### src/rtl/gpio_cmd_master_if.sv
// Command, GPIO and response bundle for gpio_cmd_master.
// The master modport is the initiator's view; slave is the view of whatever
// sits on the far side (local command source, register file, or a bench).
interface gpio_cmd_master_if #(
    parameter int NB_GPIOS  = 32,
    parameter int NB_OPCODE = 8,
    parameter int NB_DATA   = 23
);
    logic                  i_cmd_valid;
    logic                  o_cmd_ready;
    logic [NB_OPCODE-1:0]  i_cmd_opcode;
    logic [NB_DATA-1:0]    i_cmd_data;
    logic [NB_GPIOS-1:0]   o_gpo;
    logic [NB_GPIOS-1:0]   i_gpi;
    logic                  o_rsp_valid;
    logic [NB_GPIOS-1:0]   o_rsp_data;
    logic                  o_busy;

    modport master (
        input  i_cmd_valid,
        input  i_cmd_opcode,
        input  i_cmd_data,
        input  i_gpi,
        output o_cmd_ready,
        output o_gpo,
        output o_rsp_valid,
        output o_rsp_data,
        output o_busy
    );

    modport slave (
        output i_cmd_valid,
        output i_cmd_opcode,
        output i_cmd_data,
        output i_gpi,
        input  o_cmd_ready,
        input  o_gpo,
        input  o_rsp_valid,
        input  o_rsp_data,
        input  o_busy
    );
endinterface

### src/rtl/gpio_cmd_master.sv
// GPIO command initiator: accepts one command at a time, drives
// {opcode, enable, data} on gpo with a timed enable strobe, then samples gpi
// after a settle time and returns it with a one-cycle response pulse.
module gpio_cmd_master #(
    parameter int NB_GPIOS  = 32,
    parameter int NB_OPCODE = 8,
    parameter int NB_DATA   = 23,
    parameter int ENB_BIT   = 23,
    parameter int NB_SETUP  = 2,
    parameter int NB_PULSE  = 4,
    parameter int NB_WAIT   = 4
) (
    input  logic clk,
    input  logic i_rst,
    gpio_cmd_master_if.master bus
);

    // One shared down-counter, sized for the longest phase.
    localparam int MAX_SP  = (NB_SETUP > NB_PULSE) ? NB_SETUP : NB_PULSE;
    localparam int MAX_CNT = (MAX_SP > NB_WAIT) ? MAX_SP : NB_WAIT;
    localparam int CNT_W   = $clog2(MAX_CNT + 1);

    // Reload values: a phase of N cycles counts N-1 down to 0.
    localparam logic [CNT_W-1:0] SETUP_LOAD = CNT_W'(NB_SETUP - 1);
    localparam logic [CNT_W-1:0] PULSE_LOAD = CNT_W'(NB_PULSE - 1);
    localparam logic [CNT_W-1:0] WAIT_LOAD  = CNT_W'(NB_WAIT - 1);

    // Field layout must tile gpo exactly with the strobe between opcode and data.
    generate
        if (NB_GPIOS != NB_OPCODE + 1 + NB_DATA) begin : g_bad_width
            $error("gpio_cmd_master: NB_GPIOS must equal NB_OPCODE+1+NB_DATA");
        end
        if (ENB_BIT != NB_DATA) begin : g_bad_enb
            $error("gpio_cmd_master: ENB_BIT must equal NB_DATA");
        end
        if (NB_SETUP < 1 || NB_PULSE < 1 || NB_WAIT < 1) begin : g_bad_timing
            $error("gpio_cmd_master: NB_SETUP, NB_PULSE and NB_WAIT must be >= 1");
        end
    endgenerate

    typedef enum logic [1:0] {
        ST_IDLE  = 2'd0,
        ST_SETUP = 2'd1,
        ST_PULSE = 2'd2,
        ST_WAIT  = 2'd3
    } state_t;

    state_t              state_reg;
    logic [CNT_W-1:0]    cnt_reg;
    logic [NB_GPIOS-1:0] gpo_reg;
    logic                rsp_valid_reg;
    logic [NB_GPIOS-1:0] rsp_data_reg;

    // Command sequencer: phase timing, gpo drive and response capture.
    always_ff @(posedge clk or posedge i_rst) begin
        if (i_rst) begin
            state_reg     <= ST_IDLE;
            cnt_reg       <= '0;
            gpo_reg       <= '0;
            rsp_valid_reg <= 1'b0;
            rsp_data_reg  <= '0;
        end else begin
            rsp_valid_reg <= 1'b0;
            case (state_reg)
                ST_IDLE: begin
                    if (bus.i_cmd_valid) begin
                        // Capture the command now; later input changes are ignored.
                        gpo_reg   <= {bus.i_cmd_opcode, 1'b0, bus.i_cmd_data};
                        cnt_reg   <= SETUP_LOAD;
                        state_reg <= ST_SETUP;
                    end
                end
                ST_SETUP: begin
                    if (cnt_reg == '0) begin
                        gpo_reg[ENB_BIT] <= 1'b1;
                        cnt_reg          <= PULSE_LOAD;
                        state_reg        <= ST_PULSE;
                    end else begin
                        cnt_reg <= cnt_reg - CNT_W'(1);
                    end
                end
                ST_PULSE: begin
                    if (cnt_reg == '0) begin
                        gpo_reg[ENB_BIT] <= 1'b0;
                        cnt_reg          <= WAIT_LOAD;
                        state_reg        <= ST_WAIT;
                    end else begin
                        cnt_reg <= cnt_reg - CNT_W'(1);
                    end
                end
                ST_WAIT: begin
                    if (cnt_reg == '0) begin
                        rsp_data_reg  <= bus.i_gpi;
                        rsp_valid_reg <= 1'b1;
                        state_reg     <= ST_IDLE;
                    end else begin
                        cnt_reg <= cnt_reg - CNT_W'(1);
                    end
                end
                default: begin
                    state_reg <= ST_IDLE;
                end
            endcase
        end
    end

    // Ready and busy are pure decodes of the state register.
    assign bus.o_cmd_ready = (state_reg == ST_IDLE);
    assign bus.o_busy      = (state_reg != ST_IDLE);
    assign bus.o_gpo       = gpo_reg;
    assign bus.o_rsp_valid = rsp_valid_reg;
    assign bus.o_rsp_data  = rsp_data_reg;

endmodule
### src/flat_wrapper.sv
// flat-port wrapper written by rule: the top's interface ports become plain ports
module gpio_cmd_master_flat 
#(
    parameter int NB_GPIOS  = 32,
    parameter int NB_OPCODE = 8,
    parameter int NB_DATA   = 23,
    parameter int ENB_BIT   = 23,
    parameter int NB_SETUP  = 2,
    parameter int NB_PULSE  = 4,
    parameter int NB_WAIT   = 4
)
  (clk, i_rst, bus_i_cmd_valid, bus_i_cmd_opcode, bus_i_cmd_data, bus_i_gpi, bus_o_cmd_ready, bus_o_gpo, bus_o_rsp_valid, bus_o_rsp_data, bus_o_busy);
  gpio_cmd_master_if #(.NB_GPIOS(NB_GPIOS), .NB_OPCODE(NB_OPCODE), .NB_DATA(NB_DATA)) bus_i ();
  input  logic clk;
  input  logic i_rst;
  input wire logic [$bits(bus_i.i_cmd_valid)-1:0] bus_i_cmd_valid;
  input wire logic [$bits(bus_i.i_cmd_opcode)-1:0] bus_i_cmd_opcode;
  input wire logic [$bits(bus_i.i_cmd_data)-1:0] bus_i_cmd_data;
  input wire logic [$bits(bus_i.i_gpi)-1:0] bus_i_gpi;
  output wire logic [$bits(bus_i.o_cmd_ready)-1:0] bus_o_cmd_ready;
  output wire logic [$bits(bus_i.o_gpo)-1:0] bus_o_gpo;
  output wire logic [$bits(bus_i.o_rsp_valid)-1:0] bus_o_rsp_valid;
  output wire logic [$bits(bus_i.o_rsp_data)-1:0] bus_o_rsp_data;
  output wire logic [$bits(bus_i.o_busy)-1:0] bus_o_busy;
  assign bus_i.i_cmd_valid = bus_i_cmd_valid;
  assign bus_i.i_cmd_opcode = bus_i_cmd_opcode;
  assign bus_i.i_cmd_data = bus_i_cmd_data;
  assign bus_i.i_gpi = bus_i_gpi;
  assign bus_o_cmd_ready = bus_i.o_cmd_ready;
  assign bus_o_gpo = bus_i.o_gpo;
  assign bus_o_rsp_valid = bus_i.o_rsp_valid;
  assign bus_o_rsp_data = bus_i.o_rsp_data;
  assign bus_o_busy = bus_i.o_busy;
  gpio_cmd_master #(.NB_GPIOS(NB_GPIOS), .NB_OPCODE(NB_OPCODE), .NB_DATA(NB_DATA), .ENB_BIT(ENB_BIT), .NB_SETUP(NB_SETUP), .NB_PULSE(NB_PULSE), .NB_WAIT(NB_WAIT)) u_core (.clk(clk), .i_rst(i_rst), .bus(bus_i));
endmodule
### config.mk
export PLATFORM = sky130hd
export DESIGN_NAME = gpio_cmd_master_flat
export DESIGN_NICKNAME = d
export VERILOG_FILES = /design/src/rtl/gpio_cmd_master_if.sv /design/src/rtl/gpio_cmd_master.sv /design/src/flat_wrapper.sv
export SDC_FILE = /design/constraint.sdc
export NUM_CORES = 1
export LEC_CHECK = 0
export CAP_MARGIN = 15
export CORE_AREA = 8 8 159 86
export DETAILED_ROUTE_END_ITERATION = 10
export DIE_AREA = 0 0 167 94
export PLACE_DENSITY_LB_ADDON = 0.15
export RECOVER_POWER = 100
export SLEW_MARGIN = 20
export SYNTH_ARGS = -nofsm -noshare
export SYNTH_HDL_FRONTEND = slang
export SYNTH_SLANG_ARGS = --single-unit
### constraint.sdc
create_clock -name clk -period 2.8 [get_ports clk]
set_input_delay 0.7 -clock clk [delete_from_list [all_inputs] [get_ports clk]]
set_output_delay 0.7 -clock clk [all_outputs]
set_load 0.02 [all_outputs]
==> impl_metrics.csv, run 1 <==
group,metric,value,unit
timing,fin_skew,0.00372,ns
place,dp_cells,457,
final_layout,finalNonFillerCells,470,
final_layout,drive_gt1_frac,0.244,
yosys,synth_common_cells,"dfrtp_1, mux2_2, ha_1, inv_1",
final_layout,multiInputGateArea,971,µm²
critical_path,path_class,"reg -> out",
yosys,synth.largest_area_cell,"dfrtp_1",
yosys,synth-edff-count,0,
drt,wirelength,7680,µm
floorplanning,initial_core_util,0.245,
yosys,syn-cell-area,0.00281,mm²
place,gp_congestion,0.706,
floorplanning,top_level_ports,133,
grt,grt_start_max_net_pins,36,
floorplanning,core.rowCount,28,
final_layout,fillCellCount,1110,
cts,cts.hold.buffers_added,0,
floorplanning,die_w,167,µm
drt,routed_via_density,4.10,
timing,hold_viol,0,
cts,cts_max_path_buffers,2,
timing,setup-violations-final,0,
yosys,synthesis.nets,252,
yosys,yosysSeqAreaShare,0.624,
drt,drc,0,
timing,fmax,0.391,GHz
cts,path_clk_slew,0.05,ns
cts,clock_latency,0.32,ns
grt,grt_use_total,0.101,
yosys,ys_types,24,
yosys,yosysTopAreaCellShare,0.624,
critical_path,endpoint_kind,"output pin",
drt,avgRoutedWirePerCell,16.3,µm
drt,maxUsedRoutingLayer,"met4",
timing,period_minus_slack,2.56,ns
yosys,synth-compound-area-share,0.0285,
place,dp_hpwl,5790,µm
critical_path,critPathArrivalTime,1.86,ns
drt,num_vias,1929,
drt,ant_nets,0,
cts,cts_tree,"done",
power_and_ir_drop,finalPower,0.00550,W
cts,post_cts_buffers,0,
critical_path,critPathMaxFanout,7,
hold_path,hold_class,"reg -> reg",
critical_path,cp.required,2.10,ns
status,status,"finished clean",
timing,setup_tns,0,ns
floorplanning,die_area,0.0157,mm²
cts,cts.sinks,70,
timing,slew_headroom,0.367,
drt,route.met2.wl,2670,µm
final_layout,syn_to_final_growth,61.7,%
cts,numCtsBuffers,9,
timing,hold_ws,0.489,ns
drt,drt-pass1-iter-count,4,
floorplanning,dieHeight,94,µm
cts,root_buffer,"clkbuf_16",
final_layout,fin_util,0.396,
yosys,synth_adder_area_share,0.0357,
power_and_ir_drop,peakVddDrop,0.460,mV
yosys,synth_seq_cells,70,
timing,fin_crit_sh,0.915,
timing,worstMarginPinSlew,0.944,ns
yosys,synth.avg_cell_area,15.8,µm²
flow_run,drv_cap,0,
yosys,syn_inst,178,
cts,cts_max_level,3,
grt,grt_pass1_vias,2073,
yosys,synth_top_family_by_area,"multiplexers",
drt,drt-met1-wl,3790,µm
yosys,synth-simple-area-share,0.0281,
final_layout,antenna_cells,0,
final_layout,layout.nets,392,
floorplanning,core_area,0.0115,mm²
final_layout,regArea,0.00175,mm²
cts,post_cts_resized,0,
critical_path,cp-start-kind,"flop",
yosys,synth_flop_cell,"dfrtp_1",
yosys,async_reset_ff_frac,1.00,
grt,antenna_found_initial,0,
grt,grt_pass1_wl,12100,µm
timing,rsz0062_at_grt,"no",
yosys,synth_most_common_cell,"dfrtp_1",
drt,drtIter0Drc,65,
place,port_buffers,132,
yosys,synth_mux_area_frac,0.257,
timing,drv_slew,0,
yosys,synth.top_cells.by_area,"dfrtp_1, mux2_2, ha_1",
yosys,yosysWarnings,0,
grt,grt_overflow,0,
power_and_ir_drop,p_leak,1.95,nW
drt,met3WireLength,1150,µm
yosys,synthXorXnorAreaFrac,0,
power_and_ir_drop,p_per_area,1210,mW/mm²
## final cells by class
class / instances / share of cell area
Multi-Input combinational cell: 95 / 0.214
Tap cell: 150 / 0.0414
Clock buffer: 12 / 0.0565
Sequential cell: 70 / 0.386
Timing Repair Buffer: 135 / 0.295
Clock inverter: 1 / 0.00165
Inverter: 7 / 0.00579
## path summary, 6_finish.rpt
path / endpoint / startpoint / cells after the start / slack (ns)
max: bus_o_cmd_ready / u_core.state_reg[0]$_DFFE_PP0P_ / 3 / 0.24
min: u_core.bus.o_rsp_data[15]$_DFFE_PP0P_ / u_core.bus.o_rsp_data[15]$_DFFE_PP0P_ / 1 / 0.49
max reg2reg: u_core.bus.o_gpo[23]$_DFFE_PP0P_ / u_core.state_reg[0]$_DFFE_PP0P_ / 6 / 0.61
min reg2reg: u_core.bus.o_rsp_data[15]$_DFFE_PP0P_ / u_core.bus.o_rsp_data[15]$_DFFE_PP0P_ / 1 / 0.49
max in group asynchronous: u_core.bus.o_rsp_valid$_DFF_PP0_ / i_rst / 3 / 0.67
min in group asynchronous: u_core.bus.o_gpo[21]$_DFFE_PP0P_ / i_rst / 2 / 0.95
## routing by layer
layer | up-vias | track usage
li1 | 902 | -
met1 | 923 | 0.135
met2 | 96 | 0.119
met3 | 8 | 0.0792
met4 | 0 | 0.0268
met5 | - | 0
## power breakdown
group	total (W)	internal (W)	switching (W)
sequential	0.00177	0.00153	0.000235
clock	0.00103	0.000633	0.000394
combinational	0.00271	0.00135	0.00136
total	0.00550	0.00352	0.00199
## kinds of logic after synthesis
group	after synthesis
flops	70
mux	64
buf+inv	13
simple gates	12
compound gates	11
fa+ha+maj	8
## stage by stage
step	setup slack [ns]	cell area, µm²
after global routing	0.107	4540
after floorplan	0.332	2810
after detailed placement	0.586	4310
after CTS	0.206	4580
after global placement	0.618	4310
final	0.239	4540
## worst max-delay path: stages, from the launching register on
cell and delay, ns:
dfrtp_1 0.42, inv_1 0.12, ha_1 0.29, dlygate4sd3_1 0.71
## cell usage in the layout (no fill, tap or decap), types with 2 or more instances in the layout
cell type         n
clkbuf_16         9
clkbuf_2          3
clkbuf_8          2
clkdlybuf4s50_1  65
dfrtp_1          70
dlygate4sd3_1    67
ha_1              8
inv_1             7
mux2_1            2
mux2_2           62
nand2_1           3
nand2b_1          3
nor2_1            2
o22ai_1           2
Power figures use the tool's default switching activity.
==> inputs of run 2 (changes only) <==
--- a/config.mk
+++ b/config.mk
@@ -11,7 +11,6 @@
 export DIE_AREA = 0 0 167 94
 export PLACE_DENSITY_LB_ADDON = 0.15
 export RECOVER_POWER = 100
-export SLEW_MARGIN = 20
 export SYNTH_ARGS = -nofsm -noshare
 export SYNTH_HDL_FRONTEND = slang
 export SYNTH_SLANG_ARGS = --single-unit
==> results of run 2 <==
No change in the layout: final DEF, timing and power equal those of run 1.
==> inputs of run 3 (changes only) <==
--- a/config.mk
+++ b/config.mk
@@ -11,6 +11,7 @@
 export DIE_AREA = 0 0 167 94
 export PLACE_DENSITY_LB_ADDON = 0.15
 export RECOVER_POWER = 100
+export SETUP_SLACK_MARGIN = 0.2
 export SYNTH_ARGS = -nofsm -noshare
 export SYNTH_HDL_FRONTEND = slang
 export SYNTH_SLANG_ARGS = --single-unit
==> impl_metrics.csv, run 3 (synthesis results as in run 1) <==
group,metric,value,unit
status,status,"finished clean",
drt,routed_via_density,4.11,
cts,numCtsBuffers,9,
place,dp_hpwl,5790,µm
drt,wirelength,7670,µm
power_and_ir_drop,finalPower,0.00551,W
cts,cts_max_path_buffers,2,
cts,cts_tree,"done",
floorplanning,core.rowCount,28,
floorplanning,die_w,167,µm
power_and_ir_drop,p_per_area,1210,mW/mm²
critical_path,critPathMaxFanout,7,
final_layout,multiInputGateArea,971,µm²
drt,avgRoutedWirePerCell,16.3,µm
timing,hold_viol,0,
cts,cts_max_level,3,
floorplanning,die_area,0.0157,mm²
hold_path,hold_class,"reg -> reg",
floorplanning,dieHeight,94,µm
drt,drc,0,
timing,period_minus_slack,2.51,ns
grt,grt_start_max_net_pins,36,
timing,rsz0062_at_grt,"no",
place,port_buffers,132,
grt,grt_pass1_vias,2073,
timing,worstMarginPinSlew,0.944,ns
critical_path,critPathArrivalTime,1.81,ns
drt,num_vias,1930,
cts,post_cts_buffers,0,
final_layout,drive_gt1_frac,0.244,
flow_run,drv_cap,0,
final_layout,final_cell_mix,"dfrtp_1, dlygate4sd3_1, clkdlybuf4s50_1",
drt,drt-pass1-iter-count,4,
final_layout,regArea,0.00175,mm²
floorplanning,top_level_ports,133,
timing,fin_crit_sh,0.897,
timing,drv_slew,0,
timing,fmax,0.398,GHz
cts,clock_latency,0.32,ns
floorplanning,initial_core_util,0.245,
cts,cts.sinks,70,
drt,ant_nets,0,
timing,hold_ws,0.489,ns
power_and_ir_drop,p_leak,1.95,nW
critical_path,cp.required,2.10,ns
critical_path,endpoint_kind,"output pin",
place,gp_congestion,0.706,
timing,fin_skew,0.00369,ns
grt,grt_use_total,0.101,
timing,setup_ws,0.288,ns
grt,grt_overflow,0,
cts,path_clk_slew,0.05,ns
critical_path,path_class,"reg -> out",
floorplanning,core_area,0.0115,mm²
cts,root_buffer,"clkbuf_16",
final_layout,fillCellCount,1109,
final_layout,finalNonFillerCells,470,
final_layout,syn_to_final_growth,61.7,%
place,place_ws,0.586,ns
grt,grt_pass1_wl,12100,µm
final_layout,layout.nets,392,
grt,antenna_found_initial,0,
place,dp_cells,457,
final_layout,antenna_cells,0,
timing,setup-violations-final,0,
timing,slew_headroom,0.367,
drt,drtIter0Drc,65,
critical_path,cp-start-kind,"flop",
timing,setup_tns,0,ns
power_and_ir_drop,peakVddDrop,0.460,mV
final_layout,final_common_cell,"dfrtp_1",
run 3: cell types whose count changed in the layout (fill, tap and decap cells not counted), sizes merged:
cell,change
dlymetal6s2s,+1
clkdlybuf4s50,-1
run 3: area by class of cell:
cell class,count,area share
clock buffer,12,0.0565
clock inverter,1,0.00165
inverter,7,0.00579
multi-input combinational,95,0.214
sequential,70,0.386
tap,150,0.0413
timing repair buffer,135,0.295
run 3: power breakdown:
group	switching [W]	total (W)	leakage (nW)	internal (W)
Clock	0.000395	0.00103	0.127	0.000633
Combinational	0.00136	0.00271	0.999	0.00135
Sequential	0.000236	0.00177	0.827	0.00153
Total	0.00199	0.00551	1.95	0.00352
run 3: path summary, 6_finish.rpt:
| check | from | endpoint | slack, ns | cells after the start |
|---|---|---|---|---|
| max | u_core.state_reg[0]$_DFFE_PP0P_ | bus_o_cmd_ready | 0.29 | 3 |
| min | u_core.bus.o_rsp_data[15]$_DFFE_PP0P_ | u_core.bus.o_rsp_data[15]$_DFFE_PP0P_ | 0.49 | 1 |
| max reg2reg | u_core.state_reg[0]$_DFFE_PP0P_ | u_core.bus.o_gpo[23]$_DFFE_PP0P_ | 0.60 | 6 |
| min reg2reg | u_core.bus.o_rsp_data[15]$_DFFE_PP0P_ | u_core.bus.o_rsp_data[15]$_DFFE_PP0P_ | 0.49 | 1 |
| max in group asynchronous | i_rst | u_core.bus.o_rsp_valid$_DFF_PP0_ | 0.67 | 3 |
| min in group asynchronous | i_rst | u_core.bus.o_gpo[21]$_DFFE_PP0P_ | 0.95 | 2 |
run 3: critical path: stages, from the launching register on:
cell	delay [ns]
dfrtp_1	0.42
inv_1	0.12
ha_1	0.29
clkdlybuf4s50_1	0.65
run 3: timing repair:
item / 4_1_cts / 5_1_grt
endpoints found under the setup margin: 0 / 2
gates resized for setup: 0 / 2
hold buffers: 0 / 0
endpoints found under the hold margin: 0 / 0
run 3: stage by stage:
| stage | utilization | instance area [µm²] |
|---|---|---|
| global placement | 0.377 | 4310 |
| CTS | 0.400 | 4580 |
| finish | 0.396 | 4540 |
| detailed placement | 0.377 | 4310 |
| floorplan | - | 2810 |
| global route | 0.396 | 4540 |
run 3: routing by layer:
layer	track usage	routed length, µm	up-vias
li1	-	-	902
met1	0.135	3790	924
met2	0.119	2660	96
met3	0.0792	1150	8
met4	0.0268	71	0
met5	0	0	-
